## src/rtl/display_pkg.sv

```systemverilog
// ----------------------------------------------------------------------------
// display_pkg : shared constants and types for the seven-segment scan logic
// Rev 1.0
// ----------------------------------------------------------------------------
`default_nettype none

package display_pkg;

  localparam int NUM_DIGITS = 8;
  localparam int SEL_W      = 3;
  localparam logic [NUM_DIGITS-1:0] AN_ALL_OFF = 8'hFF;

  typedef enum logic [1:0] {
    IDLE  = 2'd0,
    BLANK = 2'd1,
    SHOW  = 2'd2
  } scan_state_t;

  // Counter width that stays at least one bit for a modulus of 1
  function automatic int cnt_width(input int n);
    return (n <= 1) ? 1 : $clog2(n);
  endfunction

endpackage

`default_nettype wire

```

## src/rtl/display_scan_ctrl_timer.sv

```systemverilog
// ----------------------------------------------------------------------------
// scan_timer : modulo-REFRESH_DIV slot counter with blank/slot end flags
// Rev 1.0
// ----------------------------------------------------------------------------
`default_nettype none

module scan_timer
  import display_pkg::*;
#(
  parameter int REFRESH_DIV  = 100000,
  parameter int BLANK_CYCLES = 1000
) (
  input  logic i_clk,
  input  logic i_rst,
  input  logic i_clear,
  output logic o_blank_done,
  output logic o_slot_done
);

  localparam int CNT_W = cnt_width(REFRESH_DIV);
  localparam logic [CNT_W-1:0] c_LAST_SLOT  = CNT_W'(REFRESH_DIV - 1);
  localparam logic [CNT_W-1:0] c_LAST_BLANK = CNT_W'(BLANK_CYCLES - 1);

  logic [CNT_W-1:0] r_cnt;

  assign o_blank_done = (r_cnt == c_LAST_BLANK);
  assign o_slot_done  = (r_cnt == c_LAST_SLOT);

  always_ff @(posedge i_clk) begin
    if (i_rst || i_clear) begin
      r_cnt <= '0;
    end else if (o_slot_done) begin
      r_cnt <= '0;
    end else begin
      r_cnt <= r_cnt + CNT_W'(1);
    end
  end

endmodule

`default_nettype wire

```

## src/rtl/display_scan_ctrl.sv

```systemverilog
// ----------------------------------------------------------------------------
// display_scan_ctrl : 8-digit time-multiplexed scan with guard blanking,
//                     per-digit enable/blink masks and a frame tick
// Rev 1.0
// ----------------------------------------------------------------------------
`default_nettype none

module display_scan_ctrl
  import display_pkg::*;
#(
  parameter int REFRESH_DIV  = 100000,
  parameter int BLANK_CYCLES = 1000,
  parameter int BLINK_FRAMES = 64
) (
  input  logic                  clk,
  input  logic                  rst,
  input  logic                  en,
  input  logic [NUM_DIGITS-1:0] digit_en,
  input  logic [NUM_DIGITS-1:0] blink_mask,
  output logic [SEL_W-1:0]      select,
  output logic                  an_off,
  output logic                  frame_tick,
  output logic                  blink_phase
);

  localparam logic [1:0] ST_IDLE  = 2'(IDLE);
  localparam logic [1:0] ST_BLANK = 2'(BLANK);
  localparam logic [1:0] ST_SHOW  = 2'(SHOW);

  localparam int BLINK_W = cnt_width(BLINK_FRAMES);
  localparam logic [BLINK_W-1:0] c_LAST_BLINK = BLINK_W'(BLINK_FRAMES - 1);
  localparam logic [SEL_W-1:0]   c_LAST_SEL   = SEL_W'(NUM_DIGITS - 1);

  logic [1:0]         r_state;
  logic [SEL_W-1:0]   r_select;
  logic               r_an_off;
  logic               r_frame_tick;
  logic               r_blink_phase;
  logic [BLINK_W-1:0] r_blink_cnt;

  logic               w_blank_done;
  logic               w_slot_done;
  logic               w_timer_clear;
  logic [1:0]         w_next_state;
  logic [SEL_W-1:0]   w_next_select;
  logic               w_frame_wrap;
  logic               w_next_phase;
  logic [BLINK_W-1:0] w_next_bcnt;
  logic               w_show_lit;
  logic               w_next_an_off;

  // The slot counter only runs while scanning; IDLE holds it at 0
  assign w_timer_clear = ~en | (r_state == ST_IDLE);

  scan_timer #(
    .REFRESH_DIV  (REFRESH_DIV),
    .BLANK_CYCLES (BLANK_CYCLES)
  ) u_timer (
    .i_clk        (clk),
    .i_rst        (rst),
    .i_clear      (w_timer_clear),
    .o_blank_done (w_blank_done),
    .o_slot_done  (w_slot_done)
  );

  always_comb begin
    w_next_state  = r_state;
    w_next_select = r_select;
    w_frame_wrap  = 1'b0;
    case (r_state)
      ST_IDLE:  w_next_state = ST_BLANK;
      ST_BLANK: if (w_blank_done) w_next_state = ST_SHOW;
      ST_SHOW: begin
        if (w_slot_done) begin
          w_next_state  = ST_BLANK;
          w_next_select = (r_select == c_LAST_SEL) ? '0 : r_select + SEL_W'(1);
          w_frame_wrap  = (r_select == c_LAST_SEL);
        end
      end
      default:  w_next_state = ST_IDLE;
    endcase
    if (!en) begin
      w_next_state  = ST_IDLE;
      w_next_select = '0;
      w_frame_wrap  = 1'b0;
    end
  end

  // Blink phase flips together with the frame tick, so slot 0 SHOW sees it
  always_comb begin
    w_next_phase = r_blink_phase;
    w_next_bcnt  = r_blink_cnt;
    if (!en) begin
      w_next_phase = 1'b0;
      w_next_bcnt  = '0;
    end else if (w_frame_wrap) begin
      if (r_blink_cnt == c_LAST_BLINK) begin
        w_next_bcnt  = '0;
        w_next_phase = ~r_blink_phase;
      end else begin
        w_next_bcnt  = r_blink_cnt + BLINK_W'(1);
      end
    end
  end

  // Entering SHOW never changes select, so the current index is the one lit
  assign w_show_lit    = digit_en[r_select] & ~(blink_mask[r_select] & w_next_phase);
  assign w_next_an_off = (w_next_state == ST_SHOW) ? ~w_show_lit : 1'b1;

  always_ff @(posedge clk) begin
    if (rst) begin
      r_state       <= ST_IDLE;
      r_select      <= '0;
      r_an_off      <= 1'b1;
      r_frame_tick  <= 1'b0;
      r_blink_phase <= 1'b0;
      r_blink_cnt   <= '0;
    end else begin
      r_state       <= w_next_state;
      r_select      <= w_next_select;
      r_an_off      <= w_next_an_off;
      r_frame_tick  <= w_frame_wrap;
      r_blink_phase <= w_next_phase;
      r_blink_cnt   <= w_next_bcnt;
    end
  end

  assign select      = r_select;
  assign an_off      = r_an_off;
  assign frame_tick  = r_frame_tick;
  assign blink_phase = r_blink_phase;

endmodule

`default_nettype wire

```

## config.mk

```make
export PLATFORM = sky130hd
export DESIGN_NAME = display_scan_ctrl
export DESIGN_NICKNAME = d
export VERILOG_FILES = /design/src/rtl/display_pkg.sv /design/src/rtl/display_scan_ctrl_timer.sv /design/src/rtl/display_scan_ctrl.sv
export SDC_FILE = /design/constraint.sdc
export NUM_CORES = 1
export LEC_CHECK = 0
export CORE_MARGIN = 2
export CORE_UTILIZATION = 47
export CTS_CLUSTER_SIZE = 25
export DETAILED_ROUTE_END_ITERATION = 12
export GPL_TIMING_DRIVEN = 1
export PLACE_DENSITY_LB_ADDON = 0.25
export SLEW_MARGIN = 20
export SYNTH_ARGS = -nofsm -noshare
export SYNTH_HDL_FRONTEND = slang
export SYNTH_SLANG_ARGS = --single-unit
```

## constraint.sdc

```tcl
create_clock -name clk -period 1.7 [get_ports clk]
set_input_delay 0.425 -clock clk [delete_from_list [all_inputs] [get_ports clk]]
set_output_delay 0.425 -clock clk [all_outputs]
set_load 0.02 [all_outputs]
```

Word level (Yosys, flattened, before mapping)
Cells that the tools add are included.

Output and inout port bits: 6. Word-level logic and storage cells: 48. Input bits: 19. Bits in registers: 31.

$add $sub $neg: 3. Reduce and logical (&&, ||, !) cells: 6. Bitwise gates (word level): 8. Equality and inequality tests: 7. $lt $le $gt $ge: 1. Muxes and demuxes: 16.

Operators by type and width (count): $add 17x1->17 const B (1); $eq 17x10->1 const B (1); $eq 17x17->1 const B (1); $mux 1 (8); $add 6x1->6 const B (1); $bmux 1 s3 (2); $eq 6x6->1 const B (1); $mux 2 (3); $mux 6 (1); $pmux 2 s3 (1); $reduce_or 2->1 (3); $not 1->1 (5); $eq 2x2->1 const B (2); $lt 3x4->1 const B (1); $add 3x1->3 const B (1); $eq 3x3->1 const B (1); $mux 3 (1); $and 1x1->1 (2); $eq 2x1->1 const B (1); $logic_not 2->1 (1); $reduce_and 2->1 (1); $logic_or 1x1->1 (1); $or 1x1->1 (1).

Logic depth before layout (Yosys ltp)
Gate-level depths: netlist of run 1.

Depth in word-level cells: 10. Depth in mapped cells: 7. Gate-level depth less buffers: 7.

By module
A second synthesis of run 1 with hierarchy kept.

Cells, all modules: 174. Area, all modules: 1562.7 µm².

By module, submodules not included: scan_timer (times used 1, area each 830.8 µm², sequential area each 340.3 µm², cells each 99); display_scan_ctrl (times used 1, area each 732.0 µm², sequential area each 280.3 µm², cells each 75).

Least setup slack after synthesis of run 1
OpenSTA, ideal clock, no wires.

Path type: flip-flop to flip-flop. Start point: register r_select[1] (netlist: select[1]). End point: register r_blink_cnt[3]. Required time: 1.630 ns. Path slack: -0.297 ns. Setup time: 0.070 ns. Path buffers: 0. Data arrival time: 1.927 ns. Stages on the path, launching flop included: 8. Cell sequence: dfxtp_1 ha_1 ha_1 nand2_1 nor3_2 nand3_4 or4b_1 a21oi_1.

Cells in the longest elaborated chain, start to end: 4.

RTL lines: from (decl) (RTL line display_scan_ctrl.sv:35) `logic [SEL_W-1:0] r_select;`; from (signal assigned) (RTL line display_scan_ctrl.sv:120) `r_select <= w_next_select;`; $eq 3x3->1 (RTL line display_scan_ctrl.sv:77) `w_frame_wrap = (r_select == c_LAST_SEL);`; $mux 1 (RTL line display_scan_ctrl.sv:74) `if (w_slot_done) begin`; $mux 1 (RTL line display_scan_ctrl.sv:70) `case (r_state)`; $mux 1 (RTL line display_scan_ctrl.sv:82) `if (!en) begin`; to (signal assigned) (RTL line display_scan_ctrl.sv:124) `r_blink_cnt <= w_next_bcnt;`; to (decl) (RTL line display_scan_ctrl.sv:39) `logic [BLINK_W-1:0] r_blink_cnt;`.

No other way between the ends. A chain may end at the register's enable or synchronous reset.

Worst setup path in the final report of run 1
Start point: register u_timer.r_cnt[12]. End point: register r_an_off (netlist: an_off).

Cells in the longest elaborated chain, start to end: 10. Elaborated cells between the ends (all ways): 18.

RTL lines: from (decl) (RTL line display_scan_ctrl_timer.sv:24) `logic [CNT_W-1:0] r_cnt;`; from (signal assigned) (RTL line display_scan_ctrl_timer.sv:35) `r_cnt <= r_cnt + CNT_W'(1);`; $eq 17x17->1 (RTL line display_scan_ctrl_timer.sv:27) `assign o_slot_done = (r_cnt == c_LAST_SLOT);`; $mux 1 (RTL line display_scan_ctrl.sv:74); $mux 1 (RTL line display_scan_ctrl.sv:70); $mux 1 (RTL line display_scan_ctrl.sv:82); $mux 1 (RTL line display_scan_ctrl.sv:96) `end else if (w_frame_wrap) begin`; $mux 1 (RTL line display_scan_ctrl.sv:93) `if (!en) begin`; $and 1x1->1 (RTL line display_scan_ctrl.sv:107) `assign w_show_lit = digit_en[r_select] & ~(blink_mask[r_select] & w_next_phase);`; $not 1->1 (RTL line display_scan_ctrl.sv:107); $and 1x1->1 (RTL line display_scan_ctrl.sv:107); $not 1->1 (RTL line display_scan_ctrl.sv:108) `assign w_next_an_off = (w_next_state == ST_SHOW) ? ~w_show_lit : 1'b1;`; to (signal assigned) (RTL line display_scan_ctrl.sv:121) `r_an_off <= w_next_an_off;`; to (decl) (RTL line display_scan_ctrl.sv:36) `logic r_an_off;`.

Parallel ways exist; a longest one is shown, timed or not.

==> results_dict.tcl, run 1 <==
set metrics [dict create \
    post-route-drc-count 0 \
    antenna_found_initial 0 \
    synthCells 168 \
    fin_crit_ns 1.96 \
    grt_start_max_net_pins 13 \
    start_util 0.501 \
    period_share 1.15 \
    overflow 0 \
    min_from "u_timer.r_cnt[0]" \
    setup_tns_ns -3.73 \
    critPathMaxStageDelay_ns 0.57 \
    fill_cells 212 \
    hp-class "register to register" \
    r2r_start "u_timer.r_cnt[12]" \
    highest_layer "met4" \
    cts_hold_buf 0 \
    n_antenna_cell 0 \
    drv_cap 0 \
    clockRootBuffer "clkbuf_4" \
    drive_gt1_frac 0.409 \
    clk_latency_ns 0.34 \
    yosys.area.top_type "dfxtp_1" \
    p_sw_uw 301 \
    relSlewSlack 0.776 \
    vias_per_cell 5.58 \
    grt_pass1_wl_um 7330 \
    critPathMaxFanout 3 \
    placed_area_um2 2090 \
    cts-buffers-inserted 5 \
    rrSetupSlack_ns -0.26 \
    outcome "finished, violations left" \
    io_pins 25 \
    port_buffers 24 \
    ys_seq_area_frac 0.399 \
    cts.clk_slew.worst_paths_ns 0.11 \
    die_h_um 61.5 \
    row_count 20 \
    ys_top_cells_by_count "dfxtp_1 (31), nor2_1 (31), nand2_1 (13), nand3_1 (11), xor2_1 (9)" \
    fmax_mhz 510 \
    synthArstFlopShare 0 \
    start_kind "register" \
    dr_wl_met2_um 2580 \
    violations "setup timing" \
    p_comb_frac 0.065 \
    worst_pin_slew_ns 0.333 \
    crit_slowest_cell "or4_4" \
    clockBufferDepth 2 \
    vias 1557 \
    critPathLaunch "u_timer.r_cnt[12]" \
    crit_type "register to register" \
    finalPower_uw 1440 \
    cp_cell_sequence "or4_4, nor2_4, buf_6, buf_6, nand4_1, xor2_1, o211ai_1" \
    netlist_area_um2 1560 \
    synth-main-ff-cell "dfxtp_1" \
    nNetsFinal 257 \
    dr.pass1.iters 4 \
    place_congestion 0.911 \
    required_ns 1.92 \
    clock_skew_ns 0.0165 \
    core_region_area_um2 3100 \
    cp-end-kind "register" \
    setup_viol 28 \
    synth_area_leaders "dfxtp_1 (40%), nor2_1 (7.5%), mux4_2 (5.8%)" \
    clock_power_share 0.428 \
    die-area_um2 3790 \
    cts_tree "built" \
    path_common_cell "buf_6" \
    drv_slew 0 \
    syn2layout_area_growth_pct 56.4 \
    grt_pass1_vias 1622 \
    postLayoutCellArea_um2 2430 \
    ant_nets 0 \
    yosysWarnings 0 \
    intPower_uw 1140 \
    wl_per_cell_um 17.5 \
    wl_met1_um 1760 \
    holdWs_ns 0.527 \
    syn_nets 191 \
    rsz0062_at_grt "true" \
    critPathBufInv 2 \
    dp_hpwl_um 3060 \
    synth_top_area_share 0.399 \
    p_leak_uw 0.000894 \
    sw_frac_of_total 0.209 \
    hold_viol_final 0 \
    grt_usage 0.272 \
    peakVddDrop_mv 0.531 \
    h-tree-depth 2 \
    drtIter0Drc 137 \
    synth_cell_types 40 \
    layout_setup_ws_ns -0.262 \
    route.met3.wl_um 335 \
    die_x_um 61.5 \
    synth-edff-count 0 \
    syn_area_per_cell_um2 9.26 \
    final_util 0.784 \
    p_per_area_nw_per_um2 592 \
    worst-endpoint-arrival_ns 2.18 \
    seqPwrFrac 0.507 \
    crit_family "simple AND/OR/NAND/NOR gates" \
    synth.ff_latch_count 31 \
    clock-sinks 31 \
    totalWireLength_um 4870 \
]
## worst reg2reg max path, delay by kind of cell (launching register included)
family                 cells  cell delay, ns
buffers and inverters      2            0.22
AND/OR/NAND/NOR            3            0.90
AO/OA/AOI/OAI              1            0.13
flip-flops                 1            0.33
XOR/XNOR                   1            0.27
## flip-flops by register name, summed over array words and instances (netlist names)
register / flops
blink_phase: 1
r_blink_cnt: 6
frame_tick: 1
select: 3
r_state: 2
u_timer.r_cnt: 17
an_off: 1
## path summary, 6_finish.rpt
kind / cells past startpoint / end
min: 2 / u_timer.r_cnt[0]
max reg2reg: 7 / an_off
min reg2reg: 2 / u_timer.r_cnt[0]
max: 7 / an_off
## final cells by class
type / instances / area [um^2] / share of cell area
Sequential cell: 31 / 628 / 0.258
Clock buffer: 6 / 51.3 / 0.0211
Tap cell: 44 / 55.1 / 0.0226
Clock inverter: 2 / 35.0 / 0.0144
Multi-Input combinational cell: 130 / 1050 / 0.434
Inverter: 2 / 7.51 / 0.00309
Timing Repair Buffer: 64 / 601 / 0.247
## what timing repair did
action                                  4_1_cts  5_1_grt
endpoints found under the setup margin       31       30
gates cloned                                  2        0
resized for setup                            23       30
setup buffers                                 5        3
pin swaps                                    20       15
## power groups by stage
| stage | Clock, uW | Sequential, uW | Combinational (uW) |
|---|---|---|---|
| finish | 616 | 729 | 93.2 |
| CTS | 623 | 729 | 92.8 |
| global route | 652 | 730 | 100 |
| detailed placement | 0 | 746 | 73.8 |
| global placement | 0 | 746 | 71.3 |
| floorplan | 0 | 746 | 20.0 |
## logic make-up (layout without fill, tap and decap cells)
logic type	after synthesis	in the layout	synth area share
fa+ha+maj	4	4	0.0322
compound gates	14	14	0.0515
simple gates	87	87	0.318
xor+xnor	17	17	0.0957
buf+inv	7	74	0.0185
mux	8	8	0.0853
flops	31	31	0.399
## placed cells by master (no fill, tap or decap), types with 5 or more instances in the layout
master / synthesis / final
buf_4: 0 / 34
clkbuf_4: 0 / 5
clkdlybuf4s50_1: 0 / 18
dfxtp_1: 31 / 25
dfxtp_2: 0 / 6
nand2_1: 13 / 12
nand3_1: 11 / 9
nor2_1: 31 / 16
nor2_2: 0 / 9
nor2_4: 1 / 7
xnor2_1: 8 / 8
xor2_1: 9 / 9
## through the flow
step / worst slack, ns / std cells
2_1_floorplan: -0.0949 / 168
3_3_place_gp: -0.245 / 263
3_5_place_dp: -0.315 / 263
4_1_cts: -0.163 / 278
5_1_grt: -0.295 / 279
6_report: -0.262 / 279
## per-layer routing
| metal | GRT usage | vias to the layer above |
|---|---|---|
| met3 | 0.0882 | 22 |
| met1 | 0.267 | 741 |
| met2 | 0.505 | 61 |
| met4 | 0.134 | 0 |
| met5 | 0 | - |
| li1 | - | 733 |
No activity file was read; power rests on OpenSTA's default activity.
==> run 2: changes to the inputs <==
- CAP_MARGIN: default -> 5
- SETUP_SLACK_MARGIN: default -> 0.2
- SLEW_MARGIN: 20 -> default
==> results_dict.tcl, run 2 (same netlist as run 1, synthesis figures left out) <==
set metrics [dict create \
    top_register "u_timer.r_cnt" \
    relSlewSlack 0.776 \
    dr.pass1.iters 4 \
    antenna_found_initial 0 \
    sw_frac_of_total 0.209 \
    seqPwrFrac 0.511 \
    final_cell_mix "buf_4 (34), dfxtp_1 (22), nor2_1 (19)" \
    core_region_area_um2 3100 \
    hp-class "register to register" \
    required_ns 1.99 \
    cp-end-kind "register" \
    rrSetupSlack_ns -0.15 \
    grt_pass1_wl_um 6370 \
    final_common_cell "buf_4" \
    die_x_um 61.5 \
    postLayoutCellArea_um2 2370 \
    dp_slack_ns -0.271 \
    overflow 0 \
    clock_skew_ns 0.0154 \
    dr_wl_met2_um 2230 \
    fmax_mhz 540 \
    cts_hold_buf 0 \
    peakVddDrop_mv 0.482 \
    crit_type "register to register" \
    worst-endpoint-arrival_ns 2.15 \
    row_count 20 \
    syn2layout_area_growth_pct 52.7 \
    drive_gt1_frac 0.432 \
    critPathMaxFanout 5 \
    route.met3.wl_um 316 \
    clock-sinks 31 \
    dp_hpwl_um 2790 \
    start_kind "register" \
    clockBufferDepth 2 \
    intPower_uw 1130 \
    post-route-drc-count 0 \
    clk_latency_ns 0.35 \
    fin_crit_ns 1.85 \
    vias 1510 \
    start_util 0.501 \
    rr_worst_depth 5 \
    rsz0062_at_grt "true" \
    place_congestion 0.815 \
    ant_nets 0 \
    hold_viol_final 0 \
    highest_layer "met4" \
    outcome "finished, violations left" \
    worst_pin_slew_ns 0.333 \
    drtIter0Drc 101 \
    placed_area_um2 2110 \
    clockRootBuffer "clkbuf_4" \
    p_per_area_nw_per_um2 602 \
    setup_viol 25 \
    crit_path_end "r_blink_cnt[3]" \
    drv_slew 0 \
    h-tree-depth 2 \
    layout_setup_ws_ns -0.152 \
    nNetsFinal 256 \
    die_h_um 61.5 \
    clock_power_share 0.433 \
    finalPower_uw 1430 \
    largest_reg_flops 17 \
    io_pins 25 \
    die-area_um2 3790 \
    p_comb_frac 0.056 \
    rr_endpoint "r_blink_cnt[3]" \
    n_antenna_cell 0 \
    p_sw_uw 299 \
    grt_usage 0.235 \
    wl_met1_um 1540 \
    violations "setup timing" \
    cts_tree "built" \
    period_share 1.09 \
    cts.clk_slew.worst_paths_ns 0.11 \
    p_leak_uw 0.000845 \
    grt_pass1_vias 1485 \
    critPathLaunch "u_timer.r_cnt[12]" \
    drv_cap 0 \
    vias_per_cell 5.43 \
    grt_start_max_net_pins 13 \
    totalWireLength_um 4180 \
    r2r_start "u_timer.r_cnt[12]" \
    wl_per_cell_um 15.0 \
    cts-buffers-inserted 5 \
    port_buffers 24 \
]
-- run 2: area by class of cell --
class	count	area (um^2)
clock buffers	6	51.3
clock inverters	2	35.0
fillers	231	728
inverters	2	7.51
multi-input cells	130	1050
flip-flops and latches	31	634
well taps	44	55.1
repair buffers	63	543
-- run 2: what timing repair did --
item | 4_1_cts | 5_1_grt
pin swaps | 5 | 21
endpoints found under the setup margin | 36 | 32
setup buffers | 3 | 1
cloned | 2 | 0
resized for setup | 26 | 38
-- run 2: layer usage --
| layer | track usage | vias to the layer above |
|---|---|---|
| met5 | 0 | - |
| met4 | 0.112 | 0 |
| met3 | 0.0714 | 14 |
| met2 | 0.447 | 55 |
| met1 | 0.226 | 709 |
| li1 | - | 732 |
-- run 2: worst min-delay path by stage --
stage                          start  slack (ns)  depth (start not counted)               end
CTS                   r_blink_cnt[5]        0.50                          2    r_blink_cnt[5]
detailed placement    r_blink_cnt[5]        0.48                          2    r_blink_cnt[5]
global placement      r_blink_cnt[4]        0.47                          2    r_blink_cnt[4]
floorplan           u_timer.r_cnt[0]        0.42                          1  u_timer.r_cnt[0]
finish                r_blink_cnt[5]        0.49                          2    r_blink_cnt[5]
global route          r_blink_cnt[5]        0.51                          2    r_blink_cnt[5]
-- run 2: power groups by stage --
stage / sequential (uW) / clock, uW / combinational (uW)
detailed placement: 747 / 0 / 69.3
floorplan: 746 / 0 / 21.4
global route: 730 / 658 / 85.4
finish: 730 / 619 / 80.5
CTS: 730 / 630 / 75.1
global placement: 747 / 0 / 67.9
-- run 2: critical path: stages (launching register included) --
cell and delay (ns):
dfxtp_2 0.33, or4_4 0.57, nor2_4 0.18, nand3_4 0.11, or4b_1 0.48, a21oi_1 0.13
-- run 2: per-stage QoR --
step	util	hold WS (ns)	std cells	setup TNS (ns)
after CTS	0.723	0.499	277	-1.18
after global placement	0.679	0.467	264	-3.21
after detailed placement	0.679	0.481	264	-3.83
after global routing	0.765	0.512	278	-2.65
final	0.765	0.494	278	-1.37
after floorplan	-	0.417	168	-0.240
==> run 3: changes to the inputs <==
- CORE_MARGIN: 2 -> default
==> results_dict.tcl, run 3 (same netlist as run 1, synthesis figures left out) <==
set metrics [dict create \
    drtIter0Drc 91 \
    layout_setup_ws_ns -0.217 \
    outcome "finished, violations left" \
    setup_tns_ns -1.98 \
    grt_start_max_net_pins 13 \
    totalWireLength_um 4040 \
    drive_gt1_frac 0.403 \
    critPathMaxFanout 5 \
    min_from "r_blink_cnt[5]" \
    intPower_uw 1130 \
    grt_pass1_vias 1460 \
    die_x_um 59.5 \
    final_cell_mix "buf_4 (34), dfxtp_1 (25), clkdlybuf4s50_1 (18)" \
    violations "setup timing" \
    hp-class "register to register" \
    dr.pass1.iters 4 \
    fin_crit_ns 1.92 \
    fmax_mhz 522 \
    h-tree-depth 2 \
    worst_pin_slew_ns 0.354 \
    die-area_um2 3540 \
    start_util 0.501 \
    fill_cells 242 \
    row_count 20 \
    p_leak_uw 0.000855 \
    rr_worst_depth 5 \
    post-route-drc-count 0 \
    peakVddDrop_mv 0.684 \
    vias 1512 \
    relSlewSlack 0.762 \
    port_buffers 24 \
    top_register "u_timer.r_cnt" \
    n_antenna_cell 0 \
    rsz0062_at_grt "true" \
    place_congestion 0.793 \
    crit_path_end "r_blink_cnt[3]" \
    antenna_found_initial 0 \
    seqPwrFrac 0.515 \
    crit_type "register to register" \
    dp_cells 266 \
    sw_frac_of_total 0.201 \
    postLayoutCellArea_um2 2340 \
    start_kind "register" \
    placed_area_um2 2120 \
    ant_nets 0 \
    overflow 0 \
    grt_pass1_wl_um 6200 \
    drv_cap 0 \
    largest_reg_flops 17 \
    critPathLaunch "u_timer.r_cnt[12]" \
    cts_tree "built" \
    core_region_area_um2 3100 \
    rrSetupSlack_ns -0.22 \
    die_h_um 59.5 \
    rr_endpoint "r_blink_cnt[3]" \
    wl_per_cell_um 14.4 \
    clockBufferDepth 2 \
    clock-sinks 31 \
    dp_hpwl_um 2840 \
    r2r_start "u_timer.r_cnt[12]" \
    drv_slew 0 \
    p_comb_frac 0.058 \
    cts-buffers-inserted 5 \
    hold_viol_final 0 \
    clock_skew_ns 0.00874 \
    cts_hold_buf 0 \
    period_share 1.13 \
    grt_usage 0.239 \
    syn2layout_area_growth_pct 50.4 \
    clock_power_share 0.427 \
    cts.clk_slew.worst_paths_ns 0.10 \
    setup_viol 28 \
    clk_latency_ns 0.33 \
    final_common_cell "buf_4" \
    p_per_area_nw_per_um2 606 \
    final_cells 280 \
    nNetsFinal 258 \
    required_ns 1.98 \
    cp-end-kind "register" \
    io_pins 25 \
    worst-endpoint-arrival_ns 2.19 \
    clockRootBuffer "clkbuf_4" \
    vias_per_cell 5.40 \
    p_sw_uw 285 \
]
-- run 3: cell count changes in the layout (fill, tap and decap cells not counted), moves of 3 or more --
cell     previous run  this run
dfxtp_1            22        25
nand2_1            10        13
nor2_2              7        13
nor2_4              6         2
-- run 3: worst min path at each step --
stage | end | cells after the start | slack (ns)
6_report | r_blink_cnt[5] | 2 | 0.51
5_1_grt | r_blink_cnt[5] | 2 | 0.52
4_1_cts | r_blink_cnt[4] | 2 | 0.50
3_5_place_dp | r_blink_cnt[4] | 2 | 0.49
3_3_place_gp | r_blink_cnt[4] | 2 | 0.47
2_1_floorplan | u_timer.r_cnt[0] | 1 | 0.42
-- run 3: final cells by class --
class / instances / area (um^2) / area share
Tap cell: 44 / 55.1 / 0.0235
Clock buffer: 6 / 51.3 / 0.0219
Inverter: 2 / 7.51 / 0.00321
Clock inverter: 2 / 35.0 / 0.0150
Timing Repair Buffer: 65 / 559 / 0.239
Sequential cell: 31 / 628 / 0.269
Multi-Input combinational cell: 130 / 1000 / 0.429
-- run 3: worst max-delay path, stage by stage (launching register included) --
cell     delay [ns]
dfxtp_2        0.34
or4_4          0.57
nor2_4         0.18
nand3_4        0.12
or4b_4         0.51
a21oi_2        0.13
-- run 3: what timing repair did --
item | 4_1_cts | 5_1_grt
buffers inserted | 2 | 2
gates resized for setup | 29 | 23
pin swaps | 22 | 9
setup endpoints to repair | 36 | 33
cloned | 2 | 0
-- run 3: through the flow --
stage / utilization / power, uW / hold slack (ns) / worst slack, ns
after floorplan: - / 768 / 0.417 / -0.0949
after detailed placement: 0.683 / 819 / 0.488 / -0.368
after global routing: 0.754 / 1470 / 0.522 / -0.258
final: 0.754 / 1420 / 0.509 / -0.217
after CTS: 0.732 / 1430 / 0.504 / -0.199
after global placement: 0.683 / 816 / 0.466 / -0.242
-- run 3: power by group through the flow --
stage          clock [uW]  combinational, uW  sequential, uW
3_3_place_gp            0               70.5             746
3_5_place_dp            0               72.8             746
5_1_grt               652               86.7             729
2_1_floorplan           0               21.4             746
4_1_cts               626               79.7             729
6_report              605               82.5             729
-- run 3: layer usage --
metal | vias to the layer above | global-route usage | wire length, um
li1 | 737 | - | -
met4 | 0 | 0.106 | 112
met5 | - | 0 | 0
met3 | 17 | 0.0611 | 274
met2 | 59 | 0.449 | 2090
met1 | 699 | 0.246 | 1560
